$ cat src/rtl/vga_frame_capture.sv
// vga_frame_capture: rebuilds one armed VGA frame from the sampled sync/blank/rgb
// stream and writes its active pixels in raster order to a single-port frame memory.
module vga_frame_capture #(
    parameter int unsigned H_ACTIVE = 640,
    parameter int unsigned V_ACTIVE = 480,
    parameter int unsigned ADDR_W   = 19
) (
    input  logic              clk,
    input  logic              rst,
    input  logic              pix_en,
    input  logic              h_sync,
    input  logic              v_sync,
    input  logic              blank_n,
    input  logic [7:0]        rgb,
    input  logic              start,
    output logic              busy,
    output logic              done,
    output logic              frame_err,
    output logic              wr_en,
    output logic [ADDR_W-1:0] wr_addr,
    output logic [7:0]        wr_data
);

    localparam int unsigned NPIX   = H_ACTIVE * V_ACTIVE;
    localparam int unsigned PIX_W  = ADDR_W + 1;
    // One spare code above H_ACTIVE so a saturated over-long line never reads as H_ACTIVE
    localparam int unsigned COL_W  = $clog2(H_ACTIVE + 2);
    localparam int unsigned LINE_W = $clog2(V_ACTIVE + 2);
    localparam logic [PIX_W-1:0] PIX_LAST = PIX_W'(NPIX - 1);
    localparam logic [PIX_W-1:0] PIX_FULL = PIX_W'(NPIX);
    localparam logic [COL_W-1:0] H_LEN    = COL_W'(H_ACTIVE);

    typedef enum logic [1:0] {
        S_IDLE,
        S_WAIT_VS,
        S_CAPTURE,
        S_DONE
    } state_t;

    state_t              state_q, state_d;
    logic                hs_q, hs_d;
    logic                vs_q, vs_d;
    logic [PIX_W-1:0]    pix_cnt_q, pix_cnt_d;
    logic [LINE_W-1:0]   line_cnt_q, line_cnt_d;
    logic [COL_W-1:0]    col_cnt_q, col_cnt_d;
    logic                busy_q, busy_d;
    logic                done_q, done_d;
    logic                err_q, err_d;
    logic                wr_en_q, wr_en_d;
    logic [ADDR_W-1:0]   wr_addr_q, wr_addr_d;
    logic [7:0]          wr_data_q, wr_data_d;

    logic vs_rise, vs_fall, hs_fall, pix_wr, pix_last;

    assign vs_rise  = pix_en & v_sync & ~vs_q;
    assign vs_fall  = pix_en & ~v_sync & vs_q;
    assign hs_fall  = pix_en & ~h_sync & hs_q;
    assign pix_wr   = pix_en & blank_n & (pix_cnt_q != PIX_FULL);
    assign pix_last = pix_wr & (pix_cnt_q == PIX_LAST);

    // State register and all registered outputs
    always_ff @(posedge clk or negedge rst) begin
        if (!rst) begin
            state_q    <= S_IDLE;
            hs_q       <= 1'b1;
            vs_q       <= 1'b1;
            pix_cnt_q  <= '0;
            line_cnt_q <= '0;
            col_cnt_q  <= '0;
            busy_q     <= 1'b0;
            done_q     <= 1'b0;
            err_q      <= 1'b0;
            wr_en_q    <= 1'b0;
            wr_addr_q  <= '0;
            wr_data_q  <= '0;
        end else begin
            state_q    <= state_d;
            hs_q       <= hs_d;
            vs_q       <= vs_d;
            pix_cnt_q  <= pix_cnt_d;
            line_cnt_q <= line_cnt_d;
            col_cnt_q  <= col_cnt_d;
            busy_q     <= busy_d;
            done_q     <= done_d;
            err_q      <= err_d;
            wr_en_q    <= wr_en_d;
            wr_addr_q  <= wr_addr_d;
            wr_data_q  <= wr_data_d;
        end
    end

    // Next-state: capture sequencing, pixel writes and line-length checking
    always_comb begin
        state_d    = state_q;
        hs_d       = pix_en ? h_sync : hs_q;
        vs_d       = pix_en ? v_sync : vs_q;
        pix_cnt_d  = pix_cnt_q;
        line_cnt_d = line_cnt_q;
        col_cnt_d  = col_cnt_q;
        busy_d     = busy_q;
        done_d     = 1'b0;
        err_d      = err_q;
        wr_en_d    = 1'b0;
        wr_addr_d  = wr_addr_q;
        wr_data_d  = wr_data_q;

        unique case (state_q)
            S_IDLE: begin
                if (start) begin
                    state_d    = S_WAIT_VS;
                    busy_d     = 1'b1;
                    err_d      = 1'b0;
                    pix_cnt_d  = '0;
                    line_cnt_d = '0;
                    col_cnt_d  = '0;
                end
            end
            S_WAIT_VS: begin
                if (vs_rise) begin
                    state_d = S_CAPTURE;
                end
            end
            S_CAPTURE: begin
                if (vs_fall) begin
                    err_d   = 1'b1;
                    busy_d  = 1'b0;
                    done_d  = 1'b1;
                    state_d = S_DONE;
                end else begin
                    if (pix_wr) begin
                        wr_en_d   = 1'b1;
                        wr_addr_d = pix_cnt_q[ADDR_W-1:0];
                        wr_data_d = rgb;
                        pix_cnt_d = pix_cnt_q + 1'b1;
                        if (col_cnt_q != '1) begin
                            col_cnt_d = col_cnt_q + 1'b1;
                        end
                    end
                    // Completion takes priority: the final line is never length-checked
                    if (pix_last) begin
                        busy_d  = 1'b0;
                        done_d  = 1'b1;
                        state_d = S_DONE;
                    end else if (hs_fall && (col_cnt_q != '0)) begin
                        if (col_cnt_q != H_LEN) begin
                            err_d = 1'b1;
                        end
                        line_cnt_d = line_cnt_q + 1'b1;
                        col_cnt_d  = '0;
                    end
                end
            end
            S_DONE: begin
                state_d = S_IDLE;
            end
            default: begin
                state_d = S_IDLE;
            end
        endcase
    end

    assign busy      = busy_q;
    assign done      = done_q;
    assign frame_err = err_q;
    assign wr_en     = wr_en_q;
    assign wr_addr   = wr_addr_q;
    assign wr_data   = wr_data_q;

endmodule

$ cat config.mk
export PLATFORM = sky130hd
export DESIGN_NAME = vga_frame_capture
export DESIGN_NICKNAME = d
export VERILOG_FILES = /design/src/rtl/vga_frame_capture.sv
export SDC_FILE = /design/constraint.sdc
export NUM_CORES = 1
export LEC_CHECK = 0
export ABC_AREA = 1
export CAP_MARGIN = 30
export CORE_ASPECT_RATIO = 2
export CORE_MARGIN = 3
export CORE_UTILIZATION = 46
export CTS_CLUSTER_DIAMETER = 50
export DETAILED_ROUTE_END_ITERATION = 8
export PLACE_DENSITY = 0.67
export SLEW_MARGIN = 30
export SYNTH_ARGS = -nofsm -noshare
export SYNTH_HDL_FRONTEND = slang
export SYNTH_SLANG_ARGS = --single-unit
$ cat constraint.sdc
create_clock -name clk -period 3.3 [get_ports clk]
set_input_delay 0.33 -clock clk [delete_from_list [all_inputs] [get_ports clk]]
set_output_delay 0.33 -clock clk [all_outputs]
set_load 0.02 [all_outputs]
* Word level (Yosys, flattened, before mapping) *
Index checks and enable logic that the tools add are counted.

storage, ports and cells
  register bits = 65
  input port bits = 15
  output and inout bits = 31

operators by class
  add/sub/neg operators = 2
  equality and inequality tests = 15
  multiplexer cells = 32
  bitwise logic cells = 13
  reductions and logical operators = 10

operators with widths
  cell                     number
  $mux W10                 6
  $mux W20                 3
  $pmux W20 S2             1
  $add A20 B1 Y20 const B  1
  $eq A20 B19 Y1 const B   1
  $ne A10 B10 Y1 const B   2
  $ne A20 B19 Y1 const B   1
  $pmux W10 S2             1
  $mux W1                  14
  $ne A3 B3 Y1 const B     4
  $reduce_and A3 Y1        4
  $add A10 B1 Y10 const B  1
  $reduce_bool A10 Y1      1
  $and A1 B1 Y1            9
  $mux W2                  4
  $ne A2 B2 Y1 const B     4
  $pmux W2 S4              1
  $reduce_and A5 Y1        1
  $eq A2 B2 Y1 const B     2
  $not A1 Y1               4
  $pmux W1 S2              2
  $reduce_and A4 Y1        1
  $eq A2 B1 Y1 const B     1
  $logic_not A2 Y1         1
  other kinds (2)          2

* Depth between registers and ports, before layout *
Gate-level depths: netlist of the first run.

  depth after elaboration = 8
  depth in mapped cells = 13

* Worst setup path before layout of the first run *
No wires, ideal clock.

  kind = reg2reg
  from = register state_q[0]
  to = register pix_cnt_q[7]
  data arrival time = 1,579 ps
  required time = 3,182 ps
  path slack = 1,603 ps
  cell stages (with the launch flop) = 14
  path buffers = 2
  period minus slack after synthesis = 1,697 ps
  cells stage by stage = dfrtp_1 -> inv_1 -> ha_1 -> buf_4 -> inv_2 -> nand2_1 -> nand2_2 -> nor2_4 -> inv_2 -> a21oi_4 -> inv_4 -> buf_6 -> nand2_1 -> o21ai_2

between the ends
  cells in the longest elaborated chain, start to end = 3

ends and longest elaborated chain
  element                                                                     RTL line  RTL
  start, declared                                                             40        state_t state_q, state_d;
  start signal, assigned                                                      77        state_q <= state_d;
  $eq A2 B2 Y1 / $logic_not A2 Y1 (equally long branches)                     n/a
  $ne A2 B2 Y1 (no source line) / $reduce_bool A2 Y1 (equally long branches)  n/a
  $reduce_and A4 Y1 (no source line)                                          n/a
  end signal, assigned                                                        80        pix_cnt_q <= pix_cnt_d;
  end, declared                                                               43        logic [PIX_W-1:0] pix_cnt_q, pix_cnt_d;

Parallel ways exist; a longest one is shown, timed or not.
A chain may end at the register's enable or synchronous reset.

* Worst setup path in the final report of the first run *
Ends and elaborated chain as after synthesis.

==> results.json, run 1 <==
{
  "status": "finished, final reports clean",
  "vdd_drop_max_mv": 0.474,
  "cts_max_level": 3,
  "rsz0062_at_grt": "false",
  "synth.distinct_cells": 33,
  "cts_root_buffer": "clkbuf_16",
  "powerDensity_nw_per_um2": 748,
  "cp.arrival_ns": 2.57,
  "tns_ns": 0,
  "critPathMaxFanout": 24,
  "r2r_slack_ns": 0.94,
  "vias_per_cell": 5.15,
  "clock_latency_ns": 0.32,
  "io_buffers": 45,
  "row_count": 45,
  "hpwlAfterDp_um": 7020,
  "seqCellArea_sq_um": 1630,
  "area_growth_syn_to_layout_pct": 22.1,
  "grt-ovfl-total": 0,
  "synth_nets": 508,
  "synth_edf_count": 0,
  "ctsHoldBuffers": 1,
  "grt_pass1_wl_um": 15200,
  "clkSinkCount": 65,
  "multi_input_area_sq_um": 1810,
  "final.setup_skew_ns": 0.00443,
  "ys_async_sr_fraction_pct": 100,
  "insertedDiodeCount": 0,
  "cts_tree": "done",
  "wl_per_cell_um": 14.3,
  "cp_data_required_time_ns": 3.51,
  "clkTransAtPathRegs_ns": 0.06,
  "worst_slew_pin_slew_ns": 0.625,
  "setup.worst_path.end_class": "register",
  "gp_congestion": 0.954,
  "cts_post_setup_buffers_inserted": 0,
  "crit_chain": "inv_1 -> ha_1 -> inv_2 -> nand2_1 -> nand2_2 -> nor2_4 -> inv_2 -> a21oi_4 -> inv_4 -> nand2_1 -> o21ai_2",
  "cpMaxStageDelayCell": "a21oi_4",
  "drive_gt1_share_pct": 10.8,
  "synth_top_area_share_pct": 42.5,
  "timing.hold.ws_ns": 0.429,
  "slew_violations": 0,
  "final_area_sq_um": 4530,
  "yosysWarningCount": 0,
  "path_buf_inv": 4,
  "die-height_um": 133,
  "syn_inst": 486,
  "syn_avg_cell_area_sq_um": 7.64,
  "drt_wl_total_um": 9060,
  "ant_nets": 0,
  "boundaryPins": 46,
  "period_share_pct": 71.6,
  "dieWidth_um": 69.5,
  "grt_usage_pct": 20.8,
  "fill_cells": 722,
  "grt_pass1_vias": 3209,
  "total_power_mw": 3.39,
  "synth_most_common_cell": "nand2_1",
  "grt_max_degree": 47,
  "die_area_sq_um": 9250,
  "timing_worst_setup_path_type": "register to register",
  "fin_nets": 556,
  "synth_flop_cell": "dfrtp_1",
  "maxCapViolCount": 0,
  "dr_total_vias": 3260,
  "seq_area_frac_synth_pct": 43.9,
  "p_leak_nw": 2.09,
  "cts_buffers": 9,
  "setup_viol_count_final": 0,
  "cts_resized": 0,
  "synthTopCellsByCount": "nand2_1 (156), dfrtp_1 (63), nor2_1 (50)",
  "drtPass1Iterations": 6,
  "core_area_sq_um": 7710,
  "maxSlewHeadroom_pct": 58.2,
  "synth_largest_area_cell": "dfrtp_1",
  "drcViolationCount": 0,
  "syn_area_sq_um": 3710,
  "fin_crit_ns": 2.36,
  "worst_setup_path_start_kind": "register",
  "max_stage_delay_ns": 0.50,
  "max_freq_mhz": 423,
  "clk_path_buf_depth": 2,
  "start_util_pct": 48.1,
  "yosys-top-cells-area": "dfrtp_1 (42%), nand2_1 (16%), nor2_1 (5.1%), nand3_1 (4.9%), inv_1 (4.2%)",
  "grt_antenna_before_repair": 0,
  "worstHoldPathType": "primary input to async pin",
  "first_iter_violations": 193,
  "cpLargestDelayFamily": "simple AND/OR/NAND/NOR gates",
  "hold_viol": 0,
  "ys_seq_elements": 65,
  "dpl-instance-area_sq_um": 4220
}
==> placed cells by master (no fill, tap or decap), types with 8 or more instances in the layout <==
cell type        count
nor3_1              10
nand4_1              8
xor2_1              13
nand2_1            156
inv_1               42
nor2_1              50
nand3_1             36
inv_2                8
clkdlybuf4s50_1     44
clkbuf_16            9
o21ai_1             22
o21ai_0             17
dfrtp_1             63
o21ai_2              8
==> power breakdown <==
| group | internal, mW | leakage, nW | switching, mW |
|---|---|---|---|
| Clock | 0.606 | 0.145 | 0.349 |
| Sequential | 0.978 | 0.876 | 0.143 |
| Combinational | 0.467 | 1.07 | 0.847 |
| Total | 2.05 | 2.09 | 1.34 |
==> worst paths after layout <==
kind                       startpoint      endpoint  cells after the start
min in group clk            frame_err     frame_err                      2
hold reg to reg             frame_err     frame_err                      2
setup / recovery           state_q[0]  pix_cnt_q[7]                     11
setup reg to reg           state_q[0]  pix_cnt_q[7]                     11
hold / removal                    rst   wr_addr[14]                      2
max in group asynchronous         rst          hs_q                      3
==> flip-flops by register name (all words and copies together), names as in the netlist <==
name and count:
done 1, frame_err 1, pix_cnt_q 20, col_cnt_q 10
state_q 2, hs_q 1, vs_q 1, wr_en 1
wr_data 8, busy 1, wr_addr 19
==> final cells by class <==
cell class / instances / area share [%]
multi-input cells: 358 / 39.9
flip-flops and latches: 65 / 35.9
repair buffers: 49 / 10.5
clock buffers: 10 / 5.27
inverters: 51 / 4.28
well taps: 94 / 2.60
clock inverters: 6 / 1.49
==> routing by layer <==
layer,up-vias,track usage (%),share of wire (%)
met2,73,39.8,57
met3,19,4.03,2.6
li1,1642,-,-
met5,-,0,0
met4,0,9.78,3.4
met1,1526,20.9,37
==> per-stage QoR <==
step           utilization (%)  worst slack (ns)  cells
2_1_floorplan                -              1.60    486
3_3_place_gp              54.6             0.865    616
3_5_place_dp              54.6             0.788    616
4_1_cts                   58.8             0.932    633
5_1_grt                   58.8             0.692    633
6_report                  58.8             0.937    633
==> cells by family (layout without fill, tap and decap cells) <==
family | count (synthesis) | after routing | synth area share (%)
AND/OR/NAND/NOR | 278 | 278 | 33.3
XOR/XNOR | 14 | 14 | 3.30
adder cells (fa/ha/maj) | 7 | 7 | 2.36
AO/OA/AOI/OAI | 59 | 59 | 9.71
buffers and inverters | 63 | 116 | 7.45
flip-flops | 65 | 65 | 43.9
No activity file was read; power rests on OpenSTA's default activity.
==> run 2: changes to the inputs <==
- PLACE_DENSITY: 0.67 -> 0.7
- clock period: 3.3 -> 2.1 ns (I/O delays scaled with it)
==> results.json, run 2 (same netlist as run 1, synthesis figures left out) <==
{
  "status": "finished, final reports clean",
  "drive_gt1_share_pct": 12.1,
  "final.setup_skew_ns": 0.00428,
  "boundaryPins": 46,
  "max_freq_mhz": 520,
  "grt_max_degree": 66,
  "period_share_pct": 91.5,
  "final_cell_mix": "nand2_1 (156), dfrtp_1 (63), nor2_1 (49)",
  "die-height_um": 133,
  "rsz0062_at_grt": "false",
  "tns_ns": 0,
  "grt_antenna_before_repair": 0,
  "final_area_sq_um": 4620,
  "hold_viol": 0,
  "setup.worst_path.end_class": "register",
  "clock_latency_ns": 0.33,
  "dpl-instance-area_sq_um": 4290,
  "place_ws_ns": 0.0457,
  "drcViolationCount": 0,
  "cts_root_buffer": "clkbuf_16",
  "die_area_sq_um": 9250,
  "gp_congestion": 0.925,
  "p_leak_nw": 2.12,
  "worst_setup_path_start_kind": "register",
  "fin_crit_ns": 1.92,
  "critPathMaxFanout": 19,
  "cp_data_required_time_ns": 2.35,
  "row_count": 45,
  "first_iter_violations": 177,
  "insertedDiodeCount": 0,
  "fin_ws_ns": 0.178,
  "clk_path_buf_depth": 2,
  "fin_nets": 561,
  "area_growth_syn_to_layout_pct": 24.4,
  "vias_per_cell": 5.20,
  "hpwlAfterDp_um": 7140,
  "grt-ovfl-total": 0,
  "wl_per_cell_um": 14.7,
  "powerDensity_nw_per_um2": 1190,
  "grt_pass1_vias": 3441,
  "grt_pass1_wl_um": 15800,
  "timing.hold.ws_ns": 0.411,
  "setup_viol_count_final": 0,
  "clkTransAtPathRegs_ns": 0.06,
  "cts_max_level": 3,
  "largest_register_ffs": 20,
  "io_buffers": 45,
  "holdPathStages": 3,
  "dieWidth_um": 69.5,
  "final_common_cell": "nand2_1",
  "dp_cells": 621,
  "dr_total_vias": 3316,
  "regMostFlops": "pix_cnt_q",
  "grt_usage_pct": 21.7,
  "clkSinkCount": 65,
  "r2r_cells": 11,
  "timing_worst_setup_path_type": "register to register",
  "instances_no_fill": 638,
  "worst_slew_pin_slew_ns": 0.471,
  "slew_violations": 0,
  "cts_tree": "done",
  "cp.arrival_ns": 2.18,
  "ant_nets": 0,
  "maxCapViolCount": 0,
  "core_area_sq_um": 7710,
  "maxSlewHeadroom_pct": 68.3,
  "cts_buffers": 9,
  "worstHoldPathType": "primary input to register",
  "drtPass1Iterations": 4,
  "vdd_drop_max_mv": 0.937,
  "drt_wl_total_um": 9400,
  "start_util_pct": 48.1,
  "r2r_slack_ns": 0.18
}
==> run 2: repair_timing <==
| item | in CTS | in global routing |
|---|---|---|
| resized for setup | 0 | 4 |
| hold buffers | 1 | 0 |
| buffers inserted | 0 | 0 |
| endpoints found under the hold margin | 63 | 0 |
| endpoints found under the setup margin | 0 | 41 |
==> run 2: per-stage QoR <==
stage          total power, mW  util (%)
2_1_floorplan             3.22         -
3_3_place_gp              3.93      55.6
3_5_place_dp              3.99      55.6
4_1_cts                   5.53      59.7
5_1_grt                   5.83      59.9
6_report                  5.48      59.9
==> run 2: critical path: stages, from the launching register on <==
cell     delay [ns]
dfrtp_1        0.37
inv_1          0.07
ha_1           0.19
inv_1          0.06
or2_2          0.17
nand2_2        0.09
nor2_4         0.21
inv_2          0.07
a21oi_4        0.24
buf_12         0.19
nand3_1        0.07
o21ai_1        0.09
==> run 2: path summary, 6_finish.rpt <==
kind / startpoint / endpoint
setup / recovery: state_q[0] / pix_cnt_q[15]
hold / removal: rgb[3] / wr_data[3]
setup reg to reg: state_q[0] / pix_cnt_q[15]
hold reg to reg: wr_data[6] / wr_data[6]
max in group asynchronous: rst / hs_q
min in group asynchronous: rst / wr_data[7]
==> run 2: metal layers <==
layer	GRT usage [%]	part of all wire, %	vias up
met2	40.4	55	64
met5	0	0	-
met1	20.7	36	1550
met4	15.1	6.9	0
li1	-	-	1657
met3	3.80	2.4	45
==> run 2: cell type report <==
type                    instances  area [sq um]
flip-flops and latches         65          1630
fillers                       704          3100
inverters                      51           194
multi-input cells             358          1820
clock buffers                   9           225
clock inverters                 7          78.8
well taps                      94           118
repair buffers                 54           553
==> run 2: where the power goes <==
| part | switching (mW) | internal, mW | leakage [nW] |
|---|---|---|---|
| Combinational | 1.37 | 0.835 | 1.11 |
| Sequential | 0.234 | 1.54 | 0.876 |
| Clock | 0.581 | 0.925 | 0.138 |
| Total | 2.19 | 3.30 | 2.12 |
==> run 3: changes to the inputs <==
- CORE_MARGIN: 3 -> not set
- SLEW_MARGIN: 30 -> 25
==> results.json, run 3 (same netlist as run 1, synthesis figures left out) <==
{
  "status": "finished, final reports clean",
  "row_count": 46,
  "grt_pass1_wl_um": 15000,
  "final_cell_mix": "nand2_1 (156), dfrtp_1 (63), nor2_1 (50)",
  "grt_antenna_before_repair": 0,
  "boundaryPins": 46,
  "drt_wl_total_um": 9330,
  "p_switching_mw": 2.14,
  "fin_crit_ns": 1.95,
  "hpwlAfterDp_um": 7030,
  "setup.worst_path.end_class": "register",
  "reg2reg_from": "state_q[0]",
  "max_stage_delay_ns": 0.37,
  "fill_cells": 719,
  "critPathCapture": "pix_cnt_q[15]",
  "largest_register_ffs": 20,
  "r2r-end": "pix_cnt_q[15]",
  "path_buf_inv": 4,
  "cp.arrival_ns": 2.20,
  "rsz0062_at_grt": "false",
  "timing.hold.ws_ns": 0.416,
  "cts_tree": "done",
  "r2r_cells": 11,
  "regMostFlops": "pix_cnt_q",
  "drive_gt1_share_pct": 12.1,
  "fin_nets": 564,
  "critPathMaxFanout": 13,
  "die-height_um": 129,
  "top_usage_layer": "met2",
  "use_met2_pct": 42.8,
  "combPwrFrac_pct": 40.5,
  "slew_violations": 0,
  "clk_path_buf_depth": 2,
  "r2r_slack_ns": 0.15,
  "maxCapViolCount": 0,
  "worst_setup_path_start_kind": "register",
  "grt-ovfl-total": 0,
  "final_common_cell": "nand2_1",
  "insertedDiodeCount": 0,
  "crit_chain": "inv_1 -> ha_1 -> inv_1 -> or2_2 -> nand2_2 -> nor2_4 -> inv_2 -> a21oi_4 -> buf_4 -> nand3_1 -> o21ai_1",
  "vias_per_cell": 5.22,
  "power.share.sequential_pct": 33.5,
  "period_share_pct": 92.7,
  "clkTransAtPathRegs_ns": 0.06,
  "die_area_sq_um": 8460,
  "cp_data_required_time_ns": 2.36,
  "io_buffers": 45,
  "maxSlewHeadroom_pct": 69.8,
  "final_area_sq_um": 4560,
  "powerDensity_nw_per_um2": 1150,
  "use_met3_pct": 4.49,
  "internal_power_mw": 3.12,
  "grt_use_met1_pct": 24.8,
  "worst_slew_pin_slew_ns": 0.453,
  "gp_congestion": 0.953,
  "swShare_pct": 40.7,
  "dpl-instance-area_sq_um": 4270,
  "ant_nets": 0,
  "p_leak_nw": 2.12,
  "path_common_cell": "inv_1",
  "holdPathStages": 3,
  "dr_total_vias": 3357,
  "clockPowerShare_pct": 26.0,
  "final.setup_skew_ns": 0.00463,
  "cpMaxStageDelayCell": "dfrtp_1",
  "crit_cells": 11,
  "grt_pass1_vias": 3220,
  "max_freq_mhz": 514,
  "drtPass1Iterations": 4,
  "clock_latency_ns": 0.33,
  "start_util_pct": 47.1,
  "wl_per_cell_um": 14.5,
  "cts_post_setup_buffers_inserted": 0,
  "crit_path_start": "state_q[0]",
  "grt_usage_pct": 23.7,
  "cts_max_level": 3,
  "vdd_drop_max_mv": 0.725,
  "area_growth_syn_to_layout_pct": 23.0,
  "core_area_sq_um": 7890,
  "cpLargestDelayFamily": "simple AND/OR/NAND/NOR gates",
  "timing_worst_setup_path_type": "register to register",
  "drcViolationCount": 0,
  "clkSinkCount": 65,
  "hold_viol": 0,
  "first_iter_violations": 262,
  "cts_resized": 0,
  "worstHoldPathType": "primary input to register",
  "setup_viol_count_final": 0,
  "cts_buffers": 9,
  "grt_max_degree": 42,
  "tns_ns": 0,
  "cts_root_buffer": "clkbuf_16",
  "dieWidth_um": 65.5
}
[run 3: tightest hold or removal path, stage by stage]
cell             delay, ns
clkdlybuf4s50_1       0.39
nand2_1               0.06
nand2_1               0.04
[run 3: timing repair]
item	CTS	global route
endpoints found under the setup margin	0	12
hold buffers	1	0
endpoints found under the hold margin	63	0
[run 3: power by group through the flow]
stage	clock [mW]	sequential, mW	combinational, mW
4_1_cts	1.39	1.76	2.14
2_1_floorplan	0	1.91	1.30
3_3_place_gp	0	1.77	2.08
3_5_place_dp	0	1.78	2.13
5_1_grt	1.44	1.80	2.38
6_report	1.37	1.76	2.13
[run 3: worst min-delay path by stage]
stage               startpoint    endpoint  slack [ns]
floorplan                  rst        busy       -0.09
global placement           rst  wr_data[5]        0.27
detailed placement         rst  wr_data[5]        0.27
CTS                     rgb[2]  wr_data[2]        0.41
global route            rgb[2]  wr_data[2]        0.43
finish                  rgb[2]  wr_data[2]        0.42
[run 3: metal layers]
layer  vias to the layer above  routed length, um
li1                       1659                  -
met1                      1614               3500
met2                        51               5270
met3                        33                165
met4                         0                389
met5                         -                  0
[run 3: stage by stage]
step	utilization, %	worst slack (ns)	total power [mW]	std cells
finish	57.9	0.153	5.26	643
global route	57.9	0.00771	5.61	643
CTS	57.7	0.133	5.29	642
detailed placement	54.2	0.120	3.91	625
global placement	54.2	0.180	3.85	625
floorplan	-	0.403	3.22	486
[run 3: final cells by class]
class	instances	area, sq um	share of cell area, %
Clock inverter	7	47.5	1.04
Sequential cell	65	1630	35.7
Clock buffer	9	225	4.93
Multi-Input combinational cell	359	1820	39.8
Inverter	51	194	4.25
Timing Repair Buffer	56	531	11.6
Tap cell	96	120	2.63
